--- src/rtl/imul_result_wb_buffer_if.sv ---
// Result-port bundle between the integer multiplier, the writeback buffer
// and the shared result-bus arbiter.
// The slave modport is the buffer's view. The master modport is the view of
// the multiplier and arbiter side.
interface imul_result_wb_buffer_if #(
    parameter int DATA_W = 64,
    parameter int PRD_W  = 7,
    parameter int ROB_W  = 6,
    parameter int KILL_W = 4
);
    logic              In_Valid;
    logic              In_Ready;
    logic              In_RegWe;
    logic              In_PrdType;
    logic [PRD_W-1:0]  In_Prd;
    logic [ROB_W-1:0]  In_RobIndex;
    logic [KILL_W-1:0] In_KillMask;
    logic [DATA_W-1:0] In_Value;

    logic              Out_Valid;
    logic              Out_Grant;
    logic              Out_RegWe;
    logic              Out_PrdType;
    logic [PRD_W-1:0]  Out_Prd;
    logic [ROB_W-1:0]  Out_RobIndex;
    logic [DATA_W-1:0] Out_Value;

    modport slave (
        input  In_Valid, In_RegWe, In_PrdType, In_Prd, In_RobIndex, In_KillMask, In_Value,
        output In_Ready,
        output Out_Valid, Out_RegWe, Out_PrdType, Out_Prd, Out_RobIndex, Out_Value,
        input  Out_Grant
    );

    modport master (
        output In_Valid, In_RegWe, In_PrdType, In_Prd, In_RobIndex, In_KillMask, In_Value,
        input  In_Ready,
        input  Out_Valid, Out_RegWe, Out_PrdType, Out_Prd, Out_RobIndex, Out_Value,
        output Out_Grant
    );
endinterface

--- src/rtl/imul_result_wb_buffer.sv ---
// Multiplier result writeback buffer.
// Small circular FIFO that parks completed multiply results until the
// result-bus arbiter grants this port. Each entry carries an alive bit.
// A branch kill clears the alive bit of every matching entry. A dead head is
// then retired silently, one entry per cycle, and is never shown on the bus.
// Flush empties the buffer at the next edge.
// Optional feature macro IMUL_WB_BYPASS_EN: when the buffer is empty, a live
// input is presented on the output in the same cycle. If it is also granted
// in that cycle, it is never stored.
module imul_result_wb_buffer #(
    parameter int DEPTH  = 4,
    parameter int DATA_W = 64,
    parameter int PRD_W  = 7,
    parameter int ROB_W  = 6,
    parameter int KILL_W = 4
) (
    input  logic              clk,
    input  logic              rst,
    input  logic              Flush,
    input  logic              Kill_Enable,
    input  logic [KILL_W-1:0] Kill_VKillMask,
    imul_result_wb_buffer_if.slave wb
);
    localparam int PTR_W = $clog2(DEPTH);
    localparam logic [PTR_W:0] FULL_CNT = (PTR_W+1)'(DEPTH);

    logic [PTR_W-1:0]  wr_ptr;
    logic [PTR_W-1:0]  rd_ptr;
    logic [PTR_W:0]    count;
    logic [DEPTH-1:0]  ent_alive;

    logic              ent_regwe   [DEPTH];
    logic              ent_prdtype [DEPTH];
    logic [PRD_W-1:0]  ent_prd     [DEPTH];
    logic [ROB_W-1:0]  ent_rob     [DEPTH];
    logic [KILL_W-1:0] ent_mask    [DEPTH];
    logic [DATA_W-1:0] ent_value   [DEPTH];

    logic buf_empty;
    logic head_alive;
    logic head_hit;
    logic in_killed;
    logic in_live;
    logic stored_valid;
    logic head_drop;
    logic byp_valid;
    logic byp_take;
    logic push;
    logic pop;

    assign buf_empty    = (count == '0);
    assign head_alive   = ent_alive[rd_ptr];
    assign head_hit     = |(ent_mask[rd_ptr] & Kill_VKillMask);
    assign in_killed    = Kill_Enable & (|(wb.In_KillMask & Kill_VKillMask));
    assign in_live      = wb.In_Valid & ~Flush & ~in_killed;
    // A head that is being killed in this cycle is suppressed at once.
    // Its alive bit is cleared at the edge, and it then drains as a dead head.
    assign stored_valid = ~buf_empty & head_alive & ~(Kill_Enable & head_hit) & ~Flush;
    assign head_drop    = ~buf_empty & ~head_alive;

`ifdef IMUL_WB_BYPASS_EN
    assign byp_valid = buf_empty & in_live;
    assign byp_take  = byp_valid & wb.Out_Grant;
`else
    assign byp_valid = 1'b0;
    assign byp_take  = 1'b0;
`endif

    assign wb.In_Ready = (count != FULL_CNT);
    assign push        = in_live & wb.In_Ready & ~byp_take;
    assign pop         = (stored_valid & wb.Out_Grant) | head_drop;
    assign wb.Out_Valid = stored_valid | byp_valid;

    // Output payload: the head entry, the bypassed input, or all zeros when idle.
    always_comb begin
        wb.Out_RegWe    = 1'b0;
        wb.Out_PrdType  = 1'b0;
        wb.Out_Prd      = '0;
        wb.Out_RobIndex = '0;
        wb.Out_Value    = '0;
        if (stored_valid) begin
            wb.Out_RegWe    = ent_regwe[rd_ptr];
            wb.Out_PrdType  = ent_prdtype[rd_ptr];
            wb.Out_Prd      = ent_prd[rd_ptr];
            wb.Out_RobIndex = ent_rob[rd_ptr];
            wb.Out_Value    = ent_value[rd_ptr];
        end else if (byp_valid) begin
            wb.Out_RegWe    = wb.In_RegWe;
            wb.Out_PrdType  = wb.In_PrdType;
            wb.Out_Prd      = wb.In_Prd;
            wb.Out_RobIndex = wb.In_RobIndex;
            wb.Out_Value    = wb.In_Value;
        end
    end

    // Pointer, occupancy and alive-bit bookkeeping; a kill only clears alive bits.
    always_ff @(posedge clk) begin
        if (rst || Flush) begin
            wr_ptr    <= '0;
            rd_ptr    <= '0;
            count     <= '0;
            ent_alive <= '0;
        end else begin
            for (int i = 0; i < DEPTH; i++) begin
                if (Kill_Enable && (|(ent_mask[i] & Kill_VKillMask)))
                    ent_alive[i] <= 1'b0;
            end
            if (push) begin
                ent_alive[wr_ptr] <= 1'b1;
                wr_ptr            <= wr_ptr + 1'b1;
            end
            if (pop)
                rd_ptr <= rd_ptr + 1'b1;
            count <= count + {{PTR_W{1'b0}}, push} - {{PTR_W{1'b0}}, pop};
        end
    end

    // Payload storage needs no reset: it is only visible through a live head.
    always_ff @(posedge clk) begin
        if (push) begin
            ent_regwe[wr_ptr]   <= wb.In_RegWe;
            ent_prdtype[wr_ptr] <= wb.In_PrdType;
            ent_prd[wr_ptr]     <= wb.In_Prd;
            ent_rob[wr_ptr]     <= wb.In_RobIndex;
            ent_mask[wr_ptr]    <= wb.In_KillMask;
            ent_value[wr_ptr]   <= wb.In_Value;
        end
    end

`ifndef SYNTHESIS
    // The multiplier must not offer a result while the buffer is full; such a result is lost.
    a_no_push_when_full: assert property (@(posedge clk) disable iff (rst)
        !(wb.In_Valid && !wb.In_Ready))
        else $warning("imul_result_wb_buffer: result offered while full was dropped");
`endif

endmodule

--- src/flat_wrapper.sv ---
// flat-port wrapper written by rule: the top's interface ports become plain ports
module imul_result_wb_buffer_flat 
#(
    parameter int DEPTH  = 4,
    parameter int DATA_W = 64,
    parameter int PRD_W  = 7,
    parameter int ROB_W  = 6,
    parameter int KILL_W = 4
)
  (clk, rst, Flush, Kill_Enable, Kill_VKillMask, wb_In_Valid, wb_In_RegWe, wb_In_PrdType, wb_In_Prd, wb_In_RobIndex, wb_In_KillMask, wb_In_Value, wb_In_Ready, wb_Out_Valid, wb_Out_RegWe, wb_Out_PrdType, wb_Out_Prd, wb_Out_RobIndex, wb_Out_Value, wb_Out_Grant);
  imul_result_wb_buffer_if #(.DATA_W(DATA_W), .PRD_W(PRD_W), .ROB_W(ROB_W), .KILL_W(KILL_W)) wb_i ();
  input  logic clk;
  input  logic rst;
  input  logic Flush;
  input  logic Kill_Enable;
  input  logic [KILL_W-1:0] Kill_VKillMask;
  input wire logic [$bits(wb_i.In_Valid)-1:0] wb_In_Valid;
  input wire logic [$bits(wb_i.In_RegWe)-1:0] wb_In_RegWe;
  input wire logic [$bits(wb_i.In_PrdType)-1:0] wb_In_PrdType;
  input wire logic [$bits(wb_i.In_Prd)-1:0] wb_In_Prd;
  input wire logic [$bits(wb_i.In_RobIndex)-1:0] wb_In_RobIndex;
  input wire logic [$bits(wb_i.In_KillMask)-1:0] wb_In_KillMask;
  input wire logic [$bits(wb_i.In_Value)-1:0] wb_In_Value;
  output wire logic [$bits(wb_i.In_Ready)-1:0] wb_In_Ready;
  output wire logic [$bits(wb_i.Out_Valid)-1:0] wb_Out_Valid;
  output wire logic [$bits(wb_i.Out_RegWe)-1:0] wb_Out_RegWe;
  output wire logic [$bits(wb_i.Out_PrdType)-1:0] wb_Out_PrdType;
  output wire logic [$bits(wb_i.Out_Prd)-1:0] wb_Out_Prd;
  output wire logic [$bits(wb_i.Out_RobIndex)-1:0] wb_Out_RobIndex;
  output wire logic [$bits(wb_i.Out_Value)-1:0] wb_Out_Value;
  input wire logic [$bits(wb_i.Out_Grant)-1:0] wb_Out_Grant;
  assign wb_i.In_Valid = wb_In_Valid;
  assign wb_i.In_RegWe = wb_In_RegWe;
  assign wb_i.In_PrdType = wb_In_PrdType;
  assign wb_i.In_Prd = wb_In_Prd;
  assign wb_i.In_RobIndex = wb_In_RobIndex;
  assign wb_i.In_KillMask = wb_In_KillMask;
  assign wb_i.In_Value = wb_In_Value;
  assign wb_In_Ready = wb_i.In_Ready;
  assign wb_Out_Valid = wb_i.Out_Valid;
  assign wb_Out_RegWe = wb_i.Out_RegWe;
  assign wb_Out_PrdType = wb_i.Out_PrdType;
  assign wb_Out_Prd = wb_i.Out_Prd;
  assign wb_Out_RobIndex = wb_i.Out_RobIndex;
  assign wb_Out_Value = wb_i.Out_Value;
  assign wb_i.Out_Grant = wb_Out_Grant;
  imul_result_wb_buffer #(.DEPTH(DEPTH), .DATA_W(DATA_W), .PRD_W(PRD_W), .ROB_W(ROB_W), .KILL_W(KILL_W)) u_core (.clk(clk), .rst(rst), .Flush(Flush), .Kill_Enable(Kill_Enable), .Kill_VKillMask(Kill_VKillMask), .wb(wb_i));
endmodule
--- config.mk ---
export PLATFORM = sky130hd
export DESIGN_NAME = imul_result_wb_buffer_flat
export DESIGN_NICKNAME = d
export VERILOG_FILES = /design/src/rtl/imul_result_wb_buffer_if.sv /design/src/rtl/imul_result_wb_buffer.sv /design/src/flat_wrapper.sv
export SDC_FILE = /design/constraint.sdc
export NUM_CORES = 1
export LEC_CHECK = 0
export CORE_MARGIN = 2
export CORE_UTILIZATION = 25
export CTS_CLUSTER_SIZE = 30
export DETAILED_ROUTE_END_ITERATION = 12
export GPL_TIMING_DRIVEN = 0
export PLACE_DENSITY = 0.43
export SLEW_MARGIN = 15
export SYNTH_ARGS = -nofsm -noshare
export SYNTH_HDL_FRONTEND = slang
export SYNTH_SLANG_ARGS = --single-unit
--- constraint.sdc ---
create_clock -name clk -period 10.92 [get_ports clk]
set_input_delay 3.276 -clock clk [delete_from_list [all_inputs] [get_ports clk]]
set_output_delay 3.276 -clock clk [all_outputs]
set_load 0.05 [all_outputs]
==> impl_metrics.py <==
metrics = {
    "worst_setup_path": {
        "r2r_end": "u_core.count[2]",
        "cp-end-kind": "primary output",
        "crit_arrival_ps": 6270,
        "crit_type": "in2out",
        "critPathCapture": "wb_Out_Value[3]",
        "worst-r2r-setup-slack_ps": 7950,
        "rr_worst_depth": 11,
        "rr_startpoint": "u_core.rd_ptr[0]",
        "cp.required_ps": 7640,
        "critPathLaunch": "Flush",
        "start_kind": "input port",
        "critPathMaxFanout": 10,
    },
    "power": {
        "fin_total_pwr_uw": 3180,
        "p_sw_uw": 717,
        "p_clk_frac": 0.405,
        "switching_share": 0.225,
        "power_density_mw_per_mm2": 183,
        "internal-power_uw": 2460,
        "p_comb_frac": 0.123,
        "seqPwrFrac": 0.472,
        "ir_drop_mv": 0.109,
        "leakagePower_uw": 0.00540,
    },
    "floorplanning": {
        "dieArea_mm2": 0.0552,
        "ioPinCount": 174,
        "die_h_um": 235,
        "start_util": 0.253,
        "die_x_um": 235,
        "core_area_mm2": 0.0527,
        "num_rows": 84,
    },
    "route": {
        "first_pass_iters": 6,
        "antenna_left": 0,
        "dr_total_vias": 6687,
        "wl_per_cell_um": 20.4,
        "drc": 0,
        "routed_wl_um": 31700,
        "drt_iter0_drc": 359,
        "viasPerCell": 4.30,
    },
    "timing": {
        "finalClockSkew_ps": 18.1,
        "rsz0062_at_grt": "no",
        "tns_ps": 0,
        "fmax_mhz": 105,
        "setup_viol": 0,
        "worst_slew_pin_slew_ps": 954,
        "relSlewSlack": 0.364,
        "finalCriticalPeriod_ps": 9550,
        "final.period_utilization": 0.874,
        "finalMaxSlewViolations": 0,
        "hold_viol": 0,
    },
    "min_path": {
        "hp-class": "reg2reg",
        "whs_path_depth": 2,
    },
    "logic_synthesis": {
        "synth_top_area_cell": "edfxtp_1",
        "yosysUniqueCellTypes": 30,
        "yosys_warnings": 0,
        "ys_seq_area_frac": 0.768,
        "synth_top_area_share": 0.748,
        "synth_nets": 712,
        "synthesis.area_per_instance_um2": 21.8,
        "syn-instance-count": 612,
        "ys_seq_elements": 345,
        "synth_area_leaders": "edfxtp_1 (75%), mux4_2 (14%), and2_1 (4.0%), dfxtp_1 (2.0%), buf_6 (0.76%)",
        "syn-cell-area_mm2": 0.0133,
    },
    "cells_and_area": {
        "ff_latch_area_mm2": 0.0102,
        "n_antenna_cell": 0,
        "multi_input_area_mm2": 0.00290,
        "layout-drive-gt1-share": 0.194,
        "final_common_cell": "edfxtp_1",
        "fillCellCount": 5062,
        "finalNetCount": 936,
        "instances_no_fill": 1554,
        "synthToLayoutAreaGrowth_pct": 30.5,
        "layout_common_cells": "edfxtp_1 (332), clkdlybuf4s50_1 (173), mux4_2 (84)",
        "utilization": 0.330,
    },
    "cts": {
        "hold_buffers": 0,
        "path_clk_slew_ps": 50,
        "cts_resized": 0,
        "insertion_delay_ps": 550,
        "post_cts_buffers": 0,
        "clk_path_buf_depth": 3,
        "cts_tree": "built",
        "clock-sinks": 345,
        "cts_made_buffers": 41,
        "htreeDepth": 2,
        "cts_root_buf": "clkbuf_16",
    },
    "placed_design": {
        "place_congestion": 0.681,
        "dp.cells": 1481,
        "io_buffers": 173,
        "dpl.hpwl_um": 19200,
    },
    "global_route": {
        "gr-total-overflow": 0,
        "grtUsageTotal": 0.114,
        "grt_pass1_wl_um": 47200,
        "grt_max_degree": 41,
        "first_global_vias": 7282,
        "antenna_found_initial": 2,
    },
    "flow_run": {
        "maxCapViolations": 0,
    },
    "outcome": {
        "status": "complete, no violations",
    },
}
## power by group through the flow
stage	clock, uW	sequential [uW]	combinational (uW)
global placement	0	1530	396
floorplan	0	1530	273
global route	1390	1500	433
finish	1290	1500	390
detailed placement	0	1530	406
CTS	1340	1500	408
## kinds of logic after synthesis
logic type,count (synthesis),synth area share
XOR/XNOR,3,0.00197
adder cells (fa/ha/maj),7,0.00713
multiplexers,85,0.143
flip-flops,345,0.768
AO/OA/AOI/OAI,28,0.0168
AND/OR/NAND/NOR,107,0.0481
buffers and inverters,37,0.0158
## flip-flops by register name (all words and copies together) (netlist names), named ones only
name,count
u_core.ent_rob,24
u_core.ent_prdtype,4
u_core.wr_ptr,2
u_core.ent_value,256
u_core.count,3
u_core.ent_prd,28
u_core.rd_ptr,2
u_core.ent_mask,16
u_core.ent_regwe,4
u_core.ent_alive,4
## per-layer routing
layer | wire length [um] | GRT usage
met1 | 14100 | 0.151
met2 | 15200 | 0.184
met4 | 716 | 0.0374
met5 | 23 | 0
met3 | 1670 | 0.0297
## how the worst min path moves through the flow
| stage | startpoint | to | slack (ps) |
|---|---|---|---|
| after floorplan | u_core.ent_alive[2] | u_core.ent_alive[2] | 460 |
| after global placement | u_core.ent_alive[1] | u_core.ent_alive[1] | 480 |
| after detailed placement | u_core.ent_alive[2] | u_core.ent_alive[2] | 490 |
| after CTS | u_core.ent_alive[2] | u_core.ent_alive[2] | 510 |
| after global routing | u_core.ent_alive[3] | u_core.ent_alive[3] | 540 |
| final | u_core.ent_alive[1] | u_core.ent_alive[1] | 500 |
## worst max-delay path, stage by stage
cell	delay, ps
clkdlybuf4s50_1	460
nor3b_1	530
a21boi_4	690
buf_6	260
and2_1	140
clkdlybuf4s50_1	900
## layout make-up
type                       count  share of cell area
clock inverter                20             0.00878
multi-input combinational    230               0.167
timing repair buffer         181               0.111
tap                          688              0.0495
inverter                       9             0.00194
buffer                        28              0.0101
clock buffer                  53              0.0640
sequential                   345               0.588
## synth_stat cells (all sizes together)
library cell  instances
a22o                  8
nor3b                 1
a31oi                 3
o21ai                 4
or2                   1
a41oi                 1
a21o                  1
mux2i                 1
edfxtp              332
nand2                 2
xnor2                 3
a21boi                1
ha                    6
nand4                 2
inv                   9
nor4bb                1
mux4                 84
clkbuf               16
fa                    1
buf                  12
dfxtp                13
and2                 85
a21oi                 2
nor2                 10
nand3                 3
a22oi                 8
nor3                  2
## through the flow
step | hold WS, ps | setup slack, ps | instance area, um2
global route | 539 | 1130 | 17400
CTS | 505 | 1240 | 17400
finish | 499 | 1370 | 17400
floorplan | 460 | 2910 | 13300
global placement | 482 | 1010 | 15900
detailed placement | 490 | 1270 | 16100
(Power assumes the default switching activity.)
